### config.mk
export PLATFORM = sky130hd
export DESIGN_NAME = mio_bus_ctrl
export DESIGN_NICKNAME = d
export VERILOG_FILES = /design/src/rtl/mio_bus_ctrl.sv
export SDC_FILE = /design/constraint.sdc
export NUM_CORES = 1
export LEC_CHECK = 0
export CORE_MARGIN = 4
export CORE_UTILIZATION = 49
export CTS_BUF_LIST = sky130_fd_sc_hd__clkbuf_4
export DETAILED_ROUTE_END_ITERATION = 6
export PLACE_DENSITY = 0.83
export RECOVER_POWER = 50
export SKIP_CTS_REPAIR_TIMING = 1
export SYNTH_ARGS = -nofsm -noshare
export SYNTH_HDL_FRONTEND = slang
export SYNTH_SLANG_ARGS = --single-unit
### constraint.sdc
create_clock -name clk -period 2.7 [get_ports clk]
set_input_delay 0.54 -clock clk [delete_from_list [all_inputs] [get_ports clk]]
set_output_delay 0.54 -clock clk [all_outputs]
set_load 0.1 [all_outputs]
### src/rtl/mio_bus_ctrl.sv
`default_nettype none
// ----------------------------------------------------------------------------
// mio_bus_ctrl: decodes CPU memory-port accesses to block RAM, a GPIO register
// and a programmable down-counter, returning a one-cycle MIO_ready handshake.
// Rev 1.0
// ----------------------------------------------------------------------------
module mio_bus_ctrl #(
    parameter int          RAM_AW    = 10,
    parameter logic [31:0] GPIO_BASE = 32'hE000_0000,
    parameter logic [31:0] CNT_BASE  = 32'hF000_0000
) (
    input  logic              clk,
    input  logic              reset,
    input  logic              CPU_MIO,
    input  logic              mem_w,
    input  logic [31:0]       Addr_in,
    input  logic [31:0]       Data_from_cpu,
    output logic [31:0]       Data_to_cpu,
    output logic              MIO_ready,
    output logic [RAM_AW-1:0] ram_addr,
    output logic [31:0]       ram_din,
    output logic              ram_we,
    input  logic [31:0]       ram_dout,
    input  logic [15:0]       sw_in,
    output logic [31:0]       gpio_out,
    output logic              counter_irq,
    output logic [1:0]        state_out
);

    localparam logic [1:0]  IDLE      = 2'd0;
    localparam logic [1:0]  ACCESS    = 2'd1;
    localparam logic [1:0]  WAIT      = 2'd2;
    localparam logic [1:0]  DONE      = 2'd3;
    localparam logic [31:0] CTRL_BASE = CNT_BASE + 32'd4;
    localparam logic [29:0] GPIO_WORD = GPIO_BASE[31:2];
    localparam logic [29:0] CNT_WORD  = CNT_BASE[31:2];
    localparam logic [29:0] CTRL_WORD = CTRL_BASE[31:2];

    logic [1:0]  state_q, state_d;
    logic [29:0] addr_q;
    logic [31:0] wdata_q;
    logic        wr_q;
    logic [31:0] dout_q, dout_d;
    logic [31:0] gpio_q, gpio_d;
    logic [31:0] cnt_q, cnt_d;
    logic        en_q, en_d;
    logic        irq_q, irq_d;

    logic        req_accept;
    logic        in_access;
    logic        hit_ram, hit_gpio, hit_cnt, hit_ctrl;
    logic        wr_access;
    logic        cnt_load, cnt_zero, cnt_dec;
    logic [31:0] periph_rdata;
    logic        unused_addr_lsb;

    // Byte-lane bits are not decoded; word accesses only.
    assign unused_addr_lsb = ^Addr_in[1:0];

    assign req_accept = (state_q == IDLE) && CPU_MIO;
    assign in_access  = (state_q == ACCESS);
    assign wr_access  = in_access && wr_q;

    assign hit_ram  = (addr_q[29:RAM_AW] == '0);
    assign hit_gpio = (addr_q == GPIO_WORD);
    assign hit_cnt  = (addr_q == CNT_WORD);
    assign hit_ctrl = (addr_q == CTRL_WORD);

    // ------------------------------------------------------------------
    // Request capture: the CPU holds its signals, but latching keeps the
    // access self-contained once accepted.
    // ------------------------------------------------------------------
    always_ff @(posedge clk or negedge reset) begin
        if (!reset) begin
            addr_q  <= '0;
            wdata_q <= '0;
            wr_q    <= 1'b0;
        end else if (req_accept) begin
            addr_q  <= Addr_in[31:2];
            wdata_q <= Data_from_cpu;
            wr_q    <= mem_w;
        end
    end

    // ------------------------------------------------------------------
    // Bus FSM: state register, next-state logic, output logic
    // ------------------------------------------------------------------
    always_ff @(posedge clk or negedge reset) begin
        if (!reset) begin
            state_q <= IDLE;
        end else begin
            state_q <= state_d;
        end
    end

    always_comb begin
        state_d = state_q;
        case (state_q)
            IDLE:    if (CPU_MIO) state_d = ACCESS;
            ACCESS:  state_d = (hit_ram && !wr_q) ? WAIT : DONE;
            WAIT:    state_d = DONE;
            DONE:    state_d = IDLE;
            default: state_d = IDLE;
        endcase
    end

    always_comb begin
        MIO_ready = (state_q == DONE);
        ram_we    = wr_access && hit_ram;
        state_out = state_q;
    end

    assign ram_addr = addr_q[RAM_AW-1:0];
    assign ram_din  = wdata_q;

    // ------------------------------------------------------------------
    // Read data path: peripherals are captured in ACCESS, RAM in WAIT.
    // ------------------------------------------------------------------
    always_comb begin
        periph_rdata = 32'd0;
        if (hit_gpio) begin
            periph_rdata = {16'd0, sw_in};
        end else if (hit_cnt) begin
            periph_rdata = cnt_q;
        end else if (hit_ctrl) begin
            periph_rdata = {30'd0, cnt_zero, en_q};
        end
    end

    always_comb begin
        dout_d = dout_q;
        if (in_access && !wr_q && !hit_ram) begin
            dout_d = periph_rdata;
        end else if (state_q == WAIT) begin
            dout_d = ram_dout;
        end
    end

    always_comb begin
        gpio_d = gpio_q;
        if (wr_access && hit_gpio) begin
            gpio_d = wdata_q;
        end
    end

    // ------------------------------------------------------------------
    // Down-counter: free-running while enabled; a bus load always wins
    // over the decrement and suppresses the terminal-count pulse.
    // ------------------------------------------------------------------
    assign cnt_zero = (cnt_q == 32'd0);
    assign cnt_dec  = en_q && !cnt_zero;
    assign cnt_load = wr_access && hit_cnt;

    always_comb begin
        cnt_d = cnt_q;
        irq_d = 1'b0;
        if (cnt_load) begin
            cnt_d = wdata_q;
        end else if (cnt_dec) begin
            cnt_d = cnt_q - 32'd1;
            irq_d = (cnt_q == 32'd1);
        end
    end

    always_comb begin
        en_d = en_q;
        if (wr_access && hit_ctrl) begin
            en_d = wdata_q[0];
        end
    end

    always_ff @(posedge clk or negedge reset) begin
        if (!reset) begin
            dout_q <= '0;
            gpio_q <= '0;
            cnt_q  <= '0;
            en_q   <= 1'b0;
            irq_q  <= 1'b0;
        end else begin
            dout_q <= dout_d;
            gpio_q <= gpio_d;
            cnt_q  <= cnt_d;
            en_q   <= en_d;
            irq_q  <= irq_d;
        end
    end

    assign Data_to_cpu = dout_q;
    assign gpio_out    = gpio_q;
    assign counter_irq = irq_q;

endmodule
`default_nettype wire

; After elaboration in Yosys (flattened, before gate mapping)
; Index checks and enable logic that the tools add are counted.
[totals]
regBits = 163
input_bits = 116
out_inout_bits = 111
word_cells = 48
[classes]
n_addsub = 1
n_eq_ne = 8
muxes = 12
n_reduce_logical = 18
[ops]
columns = op, n
row1 = $mux 32, 6
row2 = $eq 30x30->1 const B, 3
row3 = $eq 32x1->1 const B, 1
row4 = $logic_not 32->1, 1
row5 = $sub 32x1->32 const B, 1
row6 = $logic_not 20->1, 1
row7 = $logic_and 1x1->1, 10
row8 = $pmux 2 s4, 1
row9 = $eq 2x2->1 const B, 2
row10 = $mux 2, 2
row11 = $reduce_bool 2->1, 2
row12 = $logic_not 1->1, 3
row13 = $mux 1, 3
row14 = $eq 2x1->1 const B, 1
row15 = $logic_not 2->1, 1
row16 = $ne 2x2->1 const B, 1

; Longest topological paths before layout
; Gate-level depths: netlist (run 1).
[depth]
ltp_word = 5
depth_mapped = 10
depth_no_buf = 8

; Least setup slack after synthesis (run 1)
; Ideal clock, no wire load.
[synth_path]
path_type = register to output
start = reg addr_q[21]
end = out ram_we
arrival_time_ns = 2.715
setup_slack_ns = -0.555
path_stages_with_launch = 4
n_path_buf = 0
cell_sequence = dfrtp_1 or4_1 or4_1 nor2_1
[synth_via]
elab_chain_len = 2
[synth_lines]
columns = element, line
row1 = start: declaration, 40  ; logic [29:0] addr_q;
row2 = start signal: assignment, 79  ; addr_q <= Addr_in[31:2];
row3 = $logic_not 20->1, 64  ; assign hit_ram = (addr_q[29:RAM_AW] == '0);
row4 = $logic_and 1x1->1, 109  ; ram_we = wr_access && hit_ram;
row5 = end: declaration, 22  ; output logic ram_we,
; No other way between the ends.

; Final worst setup path (run 1)
[layout_path]
start = reg addr_q[29]
end = out ram_we
; The elaborated chain is that of the path after synthesis.

==> results_dict.tcl, run 1 <==
set metrics [dict create \
    port_buffers 224 \
    p_int_uw 5510 \
    cts_buffer_depth 2 \
    min-delay-path-class "reg -> reg" \
    fin_crit_ns 2.83 \
    h-tree-depth 4 \
    violations "max-capacitance violations, max-slew violations, negative setup slack" \
    grt.total_usage 0.226 \
    hold_viol 0 \
    dieArea_um2 17400 \
    seq_area_frac_synth 0.543 \
    grt_pass1_vias 5960 \
    die_y_um 132 \
    max-cap-violations 1 \
    clock.fmax_mhz 353 \
    fin_hold_ws_ns 0.502 \
    p_leak_uw 0.00454 \
    final_nets 957 \
    wl_um 19700 \
    antenna_left 0 \
    p_total_uw 12000 \
    start_util 0.509 \
    clk_pin_slew_ns 0.12 \
    yosysTopAreaCell "dfrtp_1" \
    routabilityCongestion 0.850 \
    postPlaceCellArea_um2 9700 \
    worstPathMaxFanout 4 \
    grt_first_pass_wirelength_um 31700 \
    synth_warnings 0 \
    nFillCells 1097 \
    cts.sinks 163 \
    critical_path_arrival_ns 2.29 \
    skew_ns 0.0226 \
    pre_cts_slack_ns 0.177 \
    synthCells 614 \
    synthFlopType "dfrtp_1" \
    final_cell_area_um2 10000 \
    die_w_um 132 \
    cp-start-kind "register" \
    synth.avg_cell_area_um2 12.2 \
    grt-ovfl-total 0 \
    clkPwrFrac 0.121 \
    antenna_found_initial 1 \
    ios 227 \
    drive_gt1_frac 0.317 \
    grt_max_degree 72 \
    yosys.area.top_type_share 0.543 \
    setup_viol 1 \
    synthesis.area_um2 7510 \
    num_vias 5739 \
    outcome "finished with violations" \
    worstPathRequired_ns 2.16 \
    coreArea_um2 14800 \
    drtIter0Drc 289 \
    seqPwrFrac 0.317 \
    slew_headroom -0.151 \
    synth_area_leaders "dfrtp_1 54%, mux2_2 14%, mux2i_1 6.3%, xnor2_1 3.0%, nor2_1 1.9%" \
    p_comb_frac 0.562 \
    synth_cell_types 48 \
    worst_pin_slew_ns 1.73 \
    dp_hpwl_um 14700 \
    rsz0062_at_grt "true" \
    clk_latency_ns 0.56 \
    layout_common_cells "163 x dfrtp_1, 124 x buf_4, 112 x clkdlybuf4s50_1" \
    fin_ws_ns -0.131 \
    power.density_nw_per_um2 1200 \
    cp-end-kind "primary output" \
    p_switching_uw 6480 \
    drcViolationCount 0 \
    areaGrowthSynthToFinish_pct 33.2 \
    wl_per_cell_um 19.1 \
    vias_per_cell 5.57 \
    firstDrtPassIters 5 \
    cts_root_buffer "clkbuf_4" \
    path_class "reg -> out" \
    layout_commonest_cell "dfrtp_1" \
    max-vdd-ir-drop_uv 813 \
    switching_share 0.540 \
    syn_nets 738 \
    slew_violations 72 \
    post-route-period-util 1.05 \
    cts_made_buffers 17 \
    tritoncts "done" \
    rows 44 \
    fin_util 0.678 \
    synth-edff-count 0 \
    ys_async_sr_fraction 1.00 \
    synth-seq-cells 163 \
]
==> power groups by stage <==
stage	logic [uW]	registers, uW	clock network, uW
6_report	6740	3800	1450
3_3_place_gp	6630	3790	0
2_1_floorplan	2220	6790	0
3_5_place_dp	6720	3850	0
4_1_cts	6730	3790	1480
5_1_grt	6960	3890	1600
==> metrics by stage <==
step	setup TNS, ns	cells
final	-0.131	1030
after global routing	-2.36	1030
after CTS	-0.394	1023
after detailed placement	0	992
after global placement	0	992
after floorplan	-0.966	614
==> synthesized netlist by cell type, drive strengths merged (3+ instances only) <==
cell type / count
nand2b: 3
nor2: 40
nor4: 23
nand2: 16
xnor2: 26
inv: 6
mux2: 97
dfrtp: 163
clkbuf: 30
mux2i: 47
nand3: 6
or3: 8
a21oi: 29
or4: 11
o21ai: 9
o2bb2ai: 16
o22ai: 15
and4: 3
buf: 18
or2: 3
nor4b: 4
ha: 8
nor3: 10
o21a: 3
==> kinds of logic after synthesis <==
group,after synthesis,share of synthesized area
mux,144,0.208
xor+xnor,26,0.0303
flops,163,0.543
buf+inv,54,0.0327
simple gates,139,0.103
compound gates,80,0.0690
fa+ha+maj,8,0.0133
==> final timing paths <==
check	start	to	slack [ns]	cells past startpoint
min in group asynchronous	reset	ram_din[0]$_DFFE_PN0P_	1.01	2
worst max register to register	addr_q[22]$_DFFE_PN0P_	cnt_q[16]$_DFFE_PN0P_	0.06	6
max in group asynchronous	reset	addr_q[3]$_DFFE_PN0P_	0.30	3
worst max-delay path	addr_q[29]$_DFFE_PN0P_	ram_we	-0.13	4
worst min-delay path	gpio_out[3]$_DFFE_PN0P_	gpio_out[3]$_DFFE_PN0P_	0.50	1
worst min register to register	gpio_out[3]$_DFFE_PN0P_	gpio_out[3]$_DFFE_PN0P_	0.50	1
==> worst max-delay path: stages (launching register included) <==
cell and delay [ns]:
dfrtp_1 0.39, or4_1 0.51, or4_4 0.53, nor2_4 0.13, buf_12 0.18
==> cell type report <==
type / instances / area [um2] / share of cell area
sequential: 163 / 4080 / 0.408
multi-input combinational: 397 / 3220 / 0.322
timing repair buffer: 248 / 2160 / 0.216
tap: 184 / 230 / 0.0230
clock buffer: 19 / 143 / 0.0143
clock inverter: 12 / 140 / 0.0140
inverter: 6 / 22.5 / 0.00225
antenna: 1 / 2.50 / 0.000250
==> metal layers <==
metal / GRT usage / vias to the layer above / wire (um)
met5: 0 / - / 0
met4: 0.0799 / 0 / 434
met3: 0.0523 / 36 / 1290
met2: 0.366 / 223 / 9450
met1: 0.302 / 2800 / 8550
li1: - / 2680 / -
==> sequential cells by signal, summed over array words and instances (netlist names) <==
| signal | count |
|---|---|
| wr_q | 1 |
| Data_to_cpu | 32 |
| en_q | 1 |
| counter_irq | 1 |
| addr_q | 30 |
| state_out | 2 |
| ram_din | 32 |
| gpio_out | 32 |
| cnt_q | 32 |
No activity file was read; power rests on OpenSTA's default activity.
==> inputs of run 2 (changes only) <==
--- a/config.mk
+++ b/config.mk
@@ -5,7 +5,7 @@
 export SDC_FILE = /design/constraint.sdc
 export NUM_CORES = 1
 export LEC_CHECK = 0
-export CORE_MARGIN = 4
+export CORE_MARGIN = 5
 export CORE_UTILIZATION = 49
 export CTS_BUF_LIST = sky130_fd_sc_hd__clkbuf_4
 export DETAILED_ROUTE_END_ITERATION = 6
==> run 2 against run 1 <==
  * The run still ends with max-capacitance violations, max-slew violations, negative setup slack left
  * Critical endpoint unchanged
  * Sequential power hardly changed
  * Cell count hardly changed
  * Utilization is 1.5 points lower
  * Die area is 3.1% higher
  * Power hardly changed
  * Highest routed layer unchanged
  * Hold slack better by 0.012 ns
  * Count of clock-buffer cells in the layout is 3 higher
  * Largest cell class unchanged
  * Non-clock buffer count is 6 lower
  * Largest power group unchanged
  * Sequential cell count stayed put
  * Clock skew is 0.0079 ns lower
==> results_dict.tcl, run 2 (synthesized netlist as in run 1, its figures left out) <==
set metrics [dict create \
    outcome "finished with violations" \
    violations "max-capacitance violations, max-slew violations, negative setup slack" \
    post-route-period-util 1.07 \
    die_w_um 134 \
    rsz0062_at_grt "true" \
    ios 227 \
    cp-end-kind "primary output" \
    coreArea_um2 15100 \
    antenna_found_initial 1 \
    slew_violations 73 \
    setup_viol 1 \
    die_y_um 134 \
    switching_share 0.539 \
    grt_max_degree 73 \
    layout_common_cells "163 x dfrtp_1, 121 x buf_4, 112 x clkdlybuf4s50_1" \
    drive_gt1_frac 0.318 \
    worstPathMaxFanout 4 \
    slowest_stage "or4_4" \
    p_comb_frac 0.558 \
    clk_pin_slew_ns 0.13 \
    final_nets 951 \
    wl_um 19600 \
    holdPathStages 1 \
    clock.fmax_mhz 345 \
    antenna_left 0 \
    max_stage_delay_ns 0.53 \
    routabilityCongestion 0.862 \
    p_switching_uw 6460 \
    skew_ns 0.0147 \
    h-tree-depth 4 \
    path_class "reg -> out" \
    postPlaceCellArea_um2 9700 \
    start_util 0.498 \
    tritoncts "done" \
    clk_latency_ns 0.57 \
    p_leak_uw 0.00453 \
    min_from "gpio_out[3]$_DFFE_PN0P_" \
    vias_per_cell 5.50 \
    critical_path_arrival_ns 2.36 \
    fin_util 0.663 \
    dp_hpwl_um 14700 \
    firstDrtPassIters 5 \
    seqPwrFrac 0.316 \
    cts_buffer_depth 2 \
    hold-path-endpoint "gpio_out[3]$_DFFE_PN0P_" \
    wl_per_cell_um 19.0 \
    crit_cells 4 \
    fin_ws_ns -0.195 \
    final_cell_area_um2 10000 \
    r2r_slack_ns 0.19 \
    grt.total_usage 0.220 \
    max-cap-violations 1 \
    r2r-end "cnt_q[16]$_DFFE_PN0P_" \
    cp-start-kind "register" \
    regArea_um2 4080 \
    multi_input_area_um2 3230 \
    areaGrowthSynthToFinish_pct 33.2 \
    grt_pass1_vias 5967 \
    layout_commonest_cell "dfrtp_1" \
    dieArea_um2 17900 \
    worst_pin_slew_ns 1.73 \
    drcViolationCount 0 \
    fin_crit_ns 2.90 \
    grt_first_pass_wirelength_um 31300 \
    r2r-start "addr_q[21]$_DFFE_PN0P_" \
    cts_made_buffers 17 \
    rows 45 \
    hold_viol 0 \
    crit_buf_inv 1 \
    crit_family "simple AND/OR/NAND/NOR gates" \
    crit_chain "or4_1 -> or4_4 -> nor2_4 -> buf_12" \
    nFillCells 1143 \
    grt-ovfl-total 0 \
    drtIter0Drc 294 \
    r2r_cells 5 \
    num_vias 5661 \
    cts_root_buffer "clkbuf_4" \
    cts.sinks 163 \
    worstPathRequired_ns 2.16 \
    min-delay-path-class "reg -> reg" \
    max-vdd-ir-drop_uv 979 \
    clkPwrFrac 0.126 \
    port_buffers 224 \
    slew_headroom -0.155 \
    power.density_nw_per_um2 1200 \
    p_int_uw 5530 \
]
[run 2: cell count changes in the layout (fill, tap and decap cells not counted), sizes merged]
cell    before  now
buf        127  125
clkinv       7    5
clkbuf      27   26
[run 2: worst reg2reg max path: stages (launching register included)]
cell,delay [ns]
dfrtp_1,0.41
or4_4,0.57
or3_1,0.35
or4_1,0.53
buf_12,0.20
mux2_1,0.33
[run 2: per-stage QoR]
step / hold slack [ns] / worst slack [ns] / power, uW / setup TNS, ns / std cells
2_1_floorplan: 0.244 / -0.0375 / 9010 / -0.966 / 614
3_3_place_gp: 0.473 / 0.217 / 10400 / 0 / 995
3_5_place_dp: 0.486 / 0.189 / 10500 / 0 / 995
4_1_cts: -0.0462 / -0.427 / 12000 / -0.427 / 1027
5_1_grt: 0.525 / -0.279 / 12400 / -0.279 / 1029
6_report: 0.514 / -0.195 / 12000 / -0.195 / 1029
[run 2: area by class of cell]
type                       count  share of cell area
inverter                       6             0.00225
clock buffer                  22              0.0165
tap                          188              0.0235
clock inverter                10              0.0134
antenna                        1            0.000250
multi-input combinational    397               0.323
sequential                   163               0.408
timing repair buffer         242               0.214
[run 2: worst max path at each step]
stage	start	to	slack, ns
global placement	addr_q[21]$_DFFE_PN0P_	cnt_q[16]$_DFFE_PN0P_	0.22
finish	addr_q[26]$_DFFE_PN0P_	ram_we	-0.20
floorplan	state_out[0]$_DFFE_PN0P_	gpio_out[10]$_DFFE_PN0P_	-0.04
detailed placement	addr_q[21]$_DFFE_PN0P_	cnt_q[16]$_DFFE_PN0P_	0.19
CTS	addr_q[21]$_DFFE_PN0P_	ram_we	-0.43
global route	addr_q[26]$_DFFE_PN0P_	ram_we	-0.28
[run 2: power by group through the flow]
| stage | Clock [uW] | Sequential (uW) | Combinational (uW) |
|---|---|---|---|
| 3_5_place_dp | 0 | 3830 | 6710 |
| 4_1_cts | 1540 | 3780 | 6720 |
| 6_report | 1510 | 3790 | 6690 |
| 5_1_grt | 1640 | 3890 | 6920 |
| 2_1_floorplan | 0 | 6790 | 2220 |
| 3_3_place_gp | 0 | 3790 | 6630 |
[run 2: routing by layer]
metal	track usage	share of wire
met1	0.293	0.43
met4	0.0731	0.021
met2	0.348	0.48
met5	0	0
met3	0.0638	0.064
==> inputs of run 3 (changes only) <==
--- a/config.mk
+++ b/config.mk
@@ -5,7 +5,8 @@
 export SDC_FILE = /design/constraint.sdc
 export NUM_CORES = 1
 export LEC_CHECK = 0
-export CORE_MARGIN = 5
+export CAP_MARGIN = 10
+export CORE_MARGIN = 4
 export CORE_UTILIZATION = 49
 export CTS_BUF_LIST = sky130_fd_sc_hd__clkbuf_4
 export DETAILED_ROUTE_END_ITERATION = 6
==> results of run 3 <==
Same layout as run 1: the final DEF is identical, and so are final timing and power.
